$ cat src/rtl/branch_resolver.sv
// branch_resolver: holds predictions of in-flight conditional branches,
// compares them with execute outcomes, feeds outcome strobes back to the
// predictor and redirects/flushes the front end on a mispredict.
// Optional feature macro: BR_RESOLVER_STATS_EN (adds br_count/mispredict_count).
module branch_resolver #(
    parameter int unsigned PC_W         = 8,
    parameter int unsigned DEPTH        = 4,
    parameter int unsigned FLUSH_CYCLES = 2
) (
    input  logic                       clk,
    input  logic                       rst,
    input  logic                       issue,
    input  logic                       issue_pred,
    input  logic [PC_W-1:0]            issue_alt_pc,
    output logic                       issue_ready,
    input  logic                       resolve,
    input  logic                       resolve_taken,
    output logic                       outcome_valid,
    output logic                       outcome_taken,
    output logic                       redirect_valid,
    output logic [PC_W-1:0]            redirect_pc,
    output logic                       flush,
    output logic [$clog2(DEPTH+1)-1:0] inflight,
    output logic                       underflow
`ifdef BR_RESOLVER_STATS_EN
    ,
    output logic [15:0]                br_count,
    output logic [15:0]                mispredict_count
`endif
);

    localparam int unsigned PTR_W = $clog2(DEPTH);
    localparam int unsigned CNT_W = $clog2(DEPTH + 1);
    localparam int unsigned FC_W  = (FLUSH_CYCLES > 1) ? $clog2(FLUSH_CYCLES) : 1;
    localparam int unsigned ENT_W = PC_W + 1;

    typedef enum logic {RUN, FLUSH} state_e;

    state_e             state_q, state_d;
    logic [FC_W-1:0]    fcnt_q, fcnt_d;
    logic [ENT_W-1:0]   entry_q [DEPTH];
    logic [ENT_W-1:0]   entry_d [DEPTH];
    logic [PTR_W-1:0]   wr_ptr_q, wr_ptr_d, rd_ptr_q, rd_ptr_d;
    logic [CNT_W-1:0]   count_q, count_d;
    logic               outcome_valid_q, outcome_valid_d;
    logic               outcome_taken_q, outcome_taken_d;
    logic               redirect_valid_q, redirect_valid_d;
    logic [PC_W-1:0]    redirect_pc_q, redirect_pc_d;
    logic               flush_q, flush_d;
    logic               underflow_q, underflow_d;
`ifdef BR_RESOLVER_STATS_EN
    logic [15:0]        br_count_q, br_count_d;
    logic [15:0]        mis_count_q, mis_count_d;
`endif

    logic             pop, mispredict, push;
    logic [ENT_W-1:0] head;

    // Accept new branches only while running and not full
    assign issue_ready = (state_q == RUN) && (count_q < CNT_W'(DEPTH));

    // Next-state, FIFO and strobe computation
    always_comb begin
        state_d          = state_q;
        fcnt_d           = fcnt_q;
        entry_d          = entry_q;
        wr_ptr_d         = wr_ptr_q;
        rd_ptr_d         = rd_ptr_q;
        count_d          = count_q;
        outcome_valid_d  = 1'b0;
        outcome_taken_d  = 1'b0;
        redirect_valid_d = 1'b0;
        redirect_pc_d    = redirect_pc_q;
        underflow_d      = underflow_q;
`ifdef BR_RESOLVER_STATS_EN
        br_count_d       = br_count_q;
        mis_count_d      = mis_count_q;
`endif

        head       = entry_q[rd_ptr_q];
        pop        = resolve && (state_q == RUN) && (count_q != '0);
        mispredict = pop && (resolve_taken != head[PC_W]);
        push       = issue && issue_ready && !mispredict;

        if (resolve && (state_q == RUN) && (count_q == '0)) begin
            underflow_d = 1'b1;
        end

        if (pop) begin
            outcome_valid_d = 1'b1;
            outcome_taken_d = resolve_taken;
`ifdef BR_RESOLVER_STATS_EN
            if (br_count_q != 16'hFFFF) br_count_d = br_count_q + 16'd1;
`endif
        end

        if (mispredict) begin
            // Squash everything younger, including a same-cycle issue
            redirect_valid_d = 1'b1;
            redirect_pc_d    = head[PC_W-1:0];
            wr_ptr_d         = '0;
            rd_ptr_d         = '0;
            count_d          = '0;
`ifdef BR_RESOLVER_STATS_EN
            if (mis_count_q != 16'hFFFF) mis_count_d = mis_count_q + 16'd1;
`endif
        end else begin
            if (push) begin
                entry_d[wr_ptr_q] = {issue_pred, issue_alt_pc};
                wr_ptr_d          = wr_ptr_q + PTR_W'(1);
            end
            if (pop) begin
                rd_ptr_d = rd_ptr_q + PTR_W'(1);
            end
            count_d = count_q + CNT_W'(push) - CNT_W'(pop);
        end

        case (state_q)
            RUN: begin
                if (mispredict) begin
                    state_d = FLUSH;
                    fcnt_d  = FC_W'(FLUSH_CYCLES - 1);
                end
            end
            FLUSH: begin
                if (fcnt_q == '0) state_d = RUN;
                else              fcnt_d  = fcnt_q - FC_W'(1);
            end
            default: state_d = RUN;
        endcase

        flush_d = (state_d == FLUSH);
    end

    // State and output registers with synchronous reset
    always_ff @(posedge clk) begin
        if (rst) begin
            state_q          <= RUN;
            fcnt_q           <= '0;
            for (int i = 0; i < int'(DEPTH); i++) entry_q[i] <= '0;
            wr_ptr_q         <= '0;
            rd_ptr_q         <= '0;
            count_q          <= '0;
            outcome_valid_q  <= 1'b0;
            outcome_taken_q  <= 1'b0;
            redirect_valid_q <= 1'b0;
            redirect_pc_q    <= '0;
            flush_q          <= 1'b0;
            underflow_q      <= 1'b0;
`ifdef BR_RESOLVER_STATS_EN
            br_count_q       <= '0;
            mis_count_q      <= '0;
`endif
        end else begin
            state_q          <= state_d;
            fcnt_q           <= fcnt_d;
            entry_q          <= entry_d;
            wr_ptr_q         <= wr_ptr_d;
            rd_ptr_q         <= rd_ptr_d;
            count_q          <= count_d;
            outcome_valid_q  <= outcome_valid_d;
            outcome_taken_q  <= outcome_taken_d;
            redirect_valid_q <= redirect_valid_d;
            redirect_pc_q    <= redirect_pc_d;
            flush_q          <= flush_d;
            underflow_q      <= underflow_d;
`ifdef BR_RESOLVER_STATS_EN
            br_count_q       <= br_count_d;
            mis_count_q      <= mis_count_d;
`endif
        end
    end

    assign outcome_valid  = outcome_valid_q;
    assign outcome_taken  = outcome_taken_q;
    assign redirect_valid = redirect_valid_q;
    assign redirect_pc    = redirect_pc_q;
    assign flush          = flush_q;
    assign inflight       = count_q;
    assign underflow      = underflow_q;
`ifdef BR_RESOLVER_STATS_EN
    assign br_count         = br_count_q;
    assign mispredict_count = mis_count_q;
`endif

endmodule

$ cat config.mk
export PLATFORM = sky130hd
export DESIGN_NAME = branch_resolver
export DESIGN_NICKNAME = d
export VERILOG_FILES = /design/src/rtl/branch_resolver.sv
export SDC_FILE = /design/constraint.sdc
export NUM_CORES = 1
export LEC_CHECK = 0
export BUFFER_PORTS_ARGS = -buffer_cell sky130_fd_sc_hd__buf_2
export CAP_MARGIN = 10
export CORE_MARGIN = 1.5
export CORE_UTILIZATION = 55
export DETAILED_ROUTE_END_ITERATION = 16
export PLACE_DENSITY = 0.76
export REMOVE_ABC_BUFFERS = 1
export SETUP_SLACK_MARGIN = 0.3
export SLEW_MARGIN = 20
export SYNTH_ARGS = -nofsm -noshare
export SYNTH_HDL_FRONTEND = slang
export SYNTH_SLANG_ARGS = --single-unit
export TNS_END_PERCENT = 100
$ cat constraint.sdc
create_clock -name clk -period 8.3 [get_ports clk]
set_clock_uncertainty 0.1 [all_clocks]
set_input_delay 0.83 -clock clk [delete_from_list [all_inputs] [get_ports clk]]
set_output_delay 0.83 -clock clk [all_outputs]
set_load 0.03 [all_outputs]
### After elaboration in Yosys (flattened, before gate mapping)

Cells that the tools add are included.

| word-level totals | value |
|---|---|
| register bits after elaboration | 57 |
| output and inout bits | 17 |
| logic and storage cells | 57 |

| operators by class | value |
|---|---|
| muxes and demuxes | 13 |
| equal/unequal tests | 2 |
| magnitude comparators | 4 |
| bitwise gates (word level) | 5 |
| add/subtract/negate cells | 5 |
| reduce and logical (&&, ||, !) cells | 14 |

Operators by type and width:

| kind | number |
|---|---|
| bitwise mux 36 bit | 1 |
| 2-to-1 mux 9 bit | 3 |
| binary-select mux 9 bit (select 2 bit) | 1 |
| demux 9 bit (select 2 bit) | 1 |
| logical AND 1 bit | 8 |
| greater-or-equal comparator 3 bit (second input constant) | 2 |
| inverter 2 -> 3 bit | 2 |
| 2-to-1 mux 1 bit | 5 |
| adder 2 x 1 -> 2 bit (second input constant) | 2 |
| case mux 1 bit (2 select lines) | 2 |
| OR reduction 2 bit | 2 |
| adder 3 x 1 -> 3 bit | 1 |
| logical NOT 3 bit | 1 |
| < comparator 3 x 1 -> 1 bit (second input constant) | 1 |
| < comparator 3 bit (second input constant) | 1 |
| inverter 1 bit | 3 |
| nonzero test 3 bit | 1 |
| subtractor 3 x 1 -> 3 bit | 1 |
| inequality test 2 bit (second input constant) | 1 |
| AND reduction 2 bit | 1 |
| logical NOT 1 bit | 1 |
| inequality test 1 bit | 1 |
| subtractor 1 bit (second input constant) | 1 |

### Longest topological paths before layout

| logic depth | value |
|---|---|
| word-level depth | 10 |
| mapped depth | 12 |

### Worst setup path before layout

Ideal clock, no wire load.

| timing path | value |
|---|---|
| path type | reg-to-reg |
| from | register count_q[2], in the netlist inflight[2] |
| to | register count_q[2], in the netlist inflight[2] |
| path slack | 5348 ps |
| required time | 8072 ps |
| period minus slack after synthesis | 2952 ps |
| setup time | 128 ps |
| cell stages (with the launch flop) | 13 |
| arrival | 2723 ps |
| cells stage by stage | dfxtp_1 nor2_1 and2_1 clkbuf_1 o21ai_1 ha_1 inv_1 ha_1 inv_1 fa_1 xor2_1 xnor2_1 nor2_1 |

| between the ends | value |
|---|---|
| elaborated cells between the ends (all ways) | 11 |
| those cells by class | add/sub: 2; order compare: 1; reduce/logical: 8 |

RTL lines:

| item | line | source |
|---|---|---|
| start: declaration | 44 | `logic [CNT_W-1:0] count_q, count_d;` |
| start signal: assignment | 160 | `count_q <= count_d;` |
| < comparator 3 bit | 60 | `assign issue_ready = (state_q == RUN) && (count_q < CNT_W'(DEPTH));` |
| logical AND 1 bit | 60 |  |
| via issue_ready | 15 | `output logic issue_ready,` |
| logical AND 1 bit (2 in a row) | 83 | `push = issue && issue_ready && !mispredict;` |
| adder 3 x 1 -> 3 bit | 115 | `count_d = count_q + CNT_W'(push) - CNT_W'(pop);` |
| subtractor 3 x 1 -> 3 bit | 115 |  |

The timed path passes the listed nets, and every way through them passes these cells.
A chain may end at the register's enable or synchronous reset.

### Worst setup path in the final report

| timing path | value |
|---|---|
| from | register rd_ptr_q[0] |
| to | register count_q[2], in the netlist inflight[2] |

| between the ends | value |
|---|---|
| longest elaborated chain between the ends | 10 |
| elaborated cells between the ends (all ways) | 11 |
| those cells by class | add/sub: 2; eq/ne: 1; mux: 3; bitwise: 1; reduce/logical: 4 |

RTL lines:

| item | line | source |
|---|---|---|
| start: declaration | 43 | `logic [PTR_W-1:0] wr_ptr_q, wr_ptr_d, rd_ptr_q, rd_ptr_d;` |
| start signal: assignment | 159 | `rd_ptr_q <= rd_ptr_d;` |
| inverter 2 -> 3 bit (not written as such) (*) | 80 | `head = entry_q[rd_ptr_q];` |
| binary-select mux 9 bit (select 2 bit) (*) | 80 |  |
| 2-to-1 mux 9 bit (not written as such) (*) (2 in a row) | 80 |  |
| inequality test 1 bit (*) | 82 | `mispredict = pop && (resolve_taken != head[PC_W]);` |
| logical AND 1 bit (*) | 82 |  |
| logical NOT 1 bit | 83 |  |
| logical AND 1 bit | 83 |  |
| adder 3 x 1 -> 3 bit | 115 |  |
| subtractor 3 x 1 -> 3 bit | 115 |  |

Mark *: on every way between the ends. The rest lies on a longest branch, timed or not. The select of a mux whose other input is x is not followed.

==> reports/summary.md <==
- 320 — fillers
- 58.59% — effective utilization at floorplan
- 8.41 ns — WP data required
- 47.33% — share of the synthesized area in the top cell type
- 32 — number of distinct library cell variants in the gate-level netlist after synthesis
- 0 — count of cells resized by post-cts repair
- 23 — number of placement rows
- 0 — count of maximum capacitance violations
- dfxtp_1 — most common cell in the netlist
- 9.302% — global-route track usage on met3
- 11 — top fanout value on the critical path
- 0 — antenna violations before repair
- 0 — quantity of hold-fixing buffers added after cts
- 70 — DRT iter0 DRCs
- 24.71% — fraction of layout instances using a drive strength above 1
- 4372 um — total wire length after detailed routing
- multiplexers — main combinational cell family by area after synthesis
- register — element type at the critical path end
- 7431 um — global-route wire length before repair
- 69.21 um — Die Y
- clkbuf_8 — root buffer cell
- register to register — kind of critical path
- 24.6% — share of power burned in combinational logic
- 5.384 — via density per instance
- 57 x dfxtp_1, 46 x nand2_1, 36 x mux2i_1 — commonest cells in the netlist
- 289 — Post-Place Cells
- 0 — antenna viol nets, final
- met2 — GR peak layer
- 68.01% — Finished Core Util
- 4 — DR pass1 iterations
- 4790 um2 — Die Outline Area
- 5.158 ns — final worst slack
- 31.62% — grt met2 use
- 305 — non-filler instance count after layout
- 0 — # Post-CTS Setup Buffers
- 10.96 um2 — post-synthesis average cell area
- 2959 um — sum of net half-perimeters after detailed placement
- 0 — number of enable-type register cells in the synthesized netlist
- 47.33% — sequential element share of the synthesized area
- 265.6 uW — net switching power figure
- 69.21 um — Die X-Extent
- 0 — Synth Warn #
- 0.001326 uW — total leakage power
- dfxtp_1 — cell type with the largest total area after synthesis
- 616.1 uW — Internal Dissipation
- 3.944% — adder-cell share of the synthesized area
- 0.33 ns — clock latency on the worst-skew pair
- 0 — total setup violations reported at the end of the flow
- 0 — overflow left after global routing
- 0 — final hold violation count
- 50 — pin count of the biggest net entering global routing
- 14.33 um — per-cell routed wire length
- 3 — H-Tree Depth
- 3.25 ns — Crit path arrival time
- 16.09% — P&R area growth vs syn
- 31 — number of top-level design ports
- 0 — DRC violation count after routing
- 0.7400 — Final GP Congestion
- 0.7623 ns — Worst Max-Slew Pin Slew
- 318.3 MHz — maximum clock rate
- 2 — number of buffers on the longest clock path
- 10.59% — area share of and/or/nand/nor cells after synthesis
- 23.35% — multiplexer share of the synthesized area
- 24.29% — met1 track demand over resource
- 166.3 uV — Max IR drop VDD
- register — Critical Path Source Type
- 3.321% — xor-xnor portion of the synthesized cell area
- 220 — Syn Inst Count
- 0 ns — Post-Route Setup TNS
- dfxtp_1 — Main synth FF type
- 30 — count of buffers inserted at the top-level ports
- 35.5% — clock share of power
- 271 — final net count
- 57 — sink count of the clock tree
- 0.06 ns — clock slew at reported path FFs
- 3.142 ns — post-layout minimum cycle time
- built — clock tree from TritonCTS
- 30.12% — Sw Share
- 0 — number of antenna cells inserted
- 37.85% — final worst path period share
- 5.130 ns — worst setup slack after placement
- 6.954% — share of the synthesized area in compound gates (AO/OA/AOI/OAI)
- 1,584 — number of global-route vias before repair
- 39.8% — register share of total power
- 9 — CTS Buf Count
- 57 — number of storage elements in the synthesis netlist
- register to register — Hold/Removal Path Class
- 2411 um2 — synthesized area
- 315.0 nW/um2 — ratio of total power to cell area
- 1,642 — DR vias
- finished, final reports clean — run status
- 4115 um2 — core outline area
- 0 — Slew Limit Fails
- 0% — asr flop ratio synth
- no — setup repair after global routing missed its margin
- 20.27% — All-Layer GR Usage
- 49.03% — Rel. slew slack
- dfxtp_1 47%, mux2i_1 15%, mux4_2 8.4% — cell types occupying the most area after synthesis
-- power groups by stage --
stage	clock, uW	sequential [uW]	combinational [uW]
final	313	351	217
after global routing	332	359	239
after CTS	318	352	220
after detailed placement	0	358	219
after global placement	0	356	216
after floorplan	0	371	151
-- critical path: stages (launching register included) --
cell and delay, ns:
dfxtp_1 0.65, mux4_2 0.65, xnor2_4 0.27, o21ai_1 0.12, ha_1 0.29, inv_1 0.05
ha_1 0.13, inv_1 0.05, fa_1 0.37, xor2_1 0.16, xnor2_1 0.13, nor2_1 0.05
-- final timing paths --
check | slack, ns | cells past startpoint | start | endpoint
worst max-delay path | 5.16 | 11 | rd_ptr_q[0] | inflight[2]
worst min-delay path | 0.35 | 2 | entry_q[12] | entry_q[12]
worst max register to register | 5.16 | 11 | rd_ptr_q[0] | inflight[2]
worst min register to register | 0.35 | 2 | entry_q[12] | entry_q[12]
-- registers in the layout, summed over array words and instances (netlist names) --
| name | cells |
|---|---|
| flush | 1 |
| redirect_pc | 8 |
| wr_ptr_q | 2 |
| underflow | 1 |
| redirect_valid | 1 |
| entry_q | 36 |
| fcnt_q | 1 |
| outcome_valid | 1 |
| inflight | 3 |
| outcome_taken | 1 |
| rd_ptr_q | 2 |
-- cell usage in the layout, fill, tap and decap left out --
cell type and count:
clkinv_2 3, nor3_1 1, ha_1 6, or3_1 1, a21oi_1 1, o211ai_1 1, bufinv_16 3, mux4_2 9
nand2_2 1, o21ai_1 2, inv_2 1, buf_2 30, nor2b_1 1, o21ai_0 2, a22o_1 8, xnor2_1 3
buf_4 1, and2_1 2, xor2_1 3, a21oi_2 1, inv_1 8, fa_1 1, dfxtp_1 57, a221oi_1 1
o211ai_2 3, mux2i_1 36, clkbuf_8 10, nor2_1 8, xnor2_4 1, o211a_1 1, nand2_1 46, nand3_1 2
and3_1 1
-- layer usage --
layer	up-vias	wire, um
met5	-	0
met4	0	74
met3	10	280
met2	51	2047
met1	766	1969
li1	815	-
-- cells by family (layout without fill, tap and decap cells) --
| family | count (synthesis) | in the layout |
|---|---|---|
| AND/OR/NAND/NOR | 63 | 63 |
| AO/OA/AOI/OAI | 20 | 20 |
| multiplexers | 45 | 45 |
| adder cells (fa/ha/maj) | 7 | 7 |
| buffers and inverters | 21 | 56 |
| XOR/XNOR | 7 | 7 |
| flip-flops | 57 | 57 |
-- cell type report --
cell class              instances  area [um2]  share of cell area (%)
inverters                       9       33.78                   1.207
flip-flops and latches         57        1141                   40.77
multi-input cells             142        1161                   41.48
well taps                      50       62.56                   2.235
clock buffers                  10       137.6                   4.917
clock inverters                 6       105.1                   3.755
repair buffers                 31       157.7                   5.633
-- through the flow --
stage / power [uW] / cell area (um2) / hold WS (ns)
3_5_place_dp: 577.2 / 2556 / 0.3496
4_1_cts: 890.9 / 2799 / 0.3587
2_1_floorplan: 522.0 / 2336 / 0.3317
5_1_grt: 929.7 / 2799 / 0.3797
3_3_place_gp: 572.0 / 2556 / 0.3420
6_report: 881.7 / 2799 / 0.3550
No activity file was read; power rests on OpenSTA's default activity.
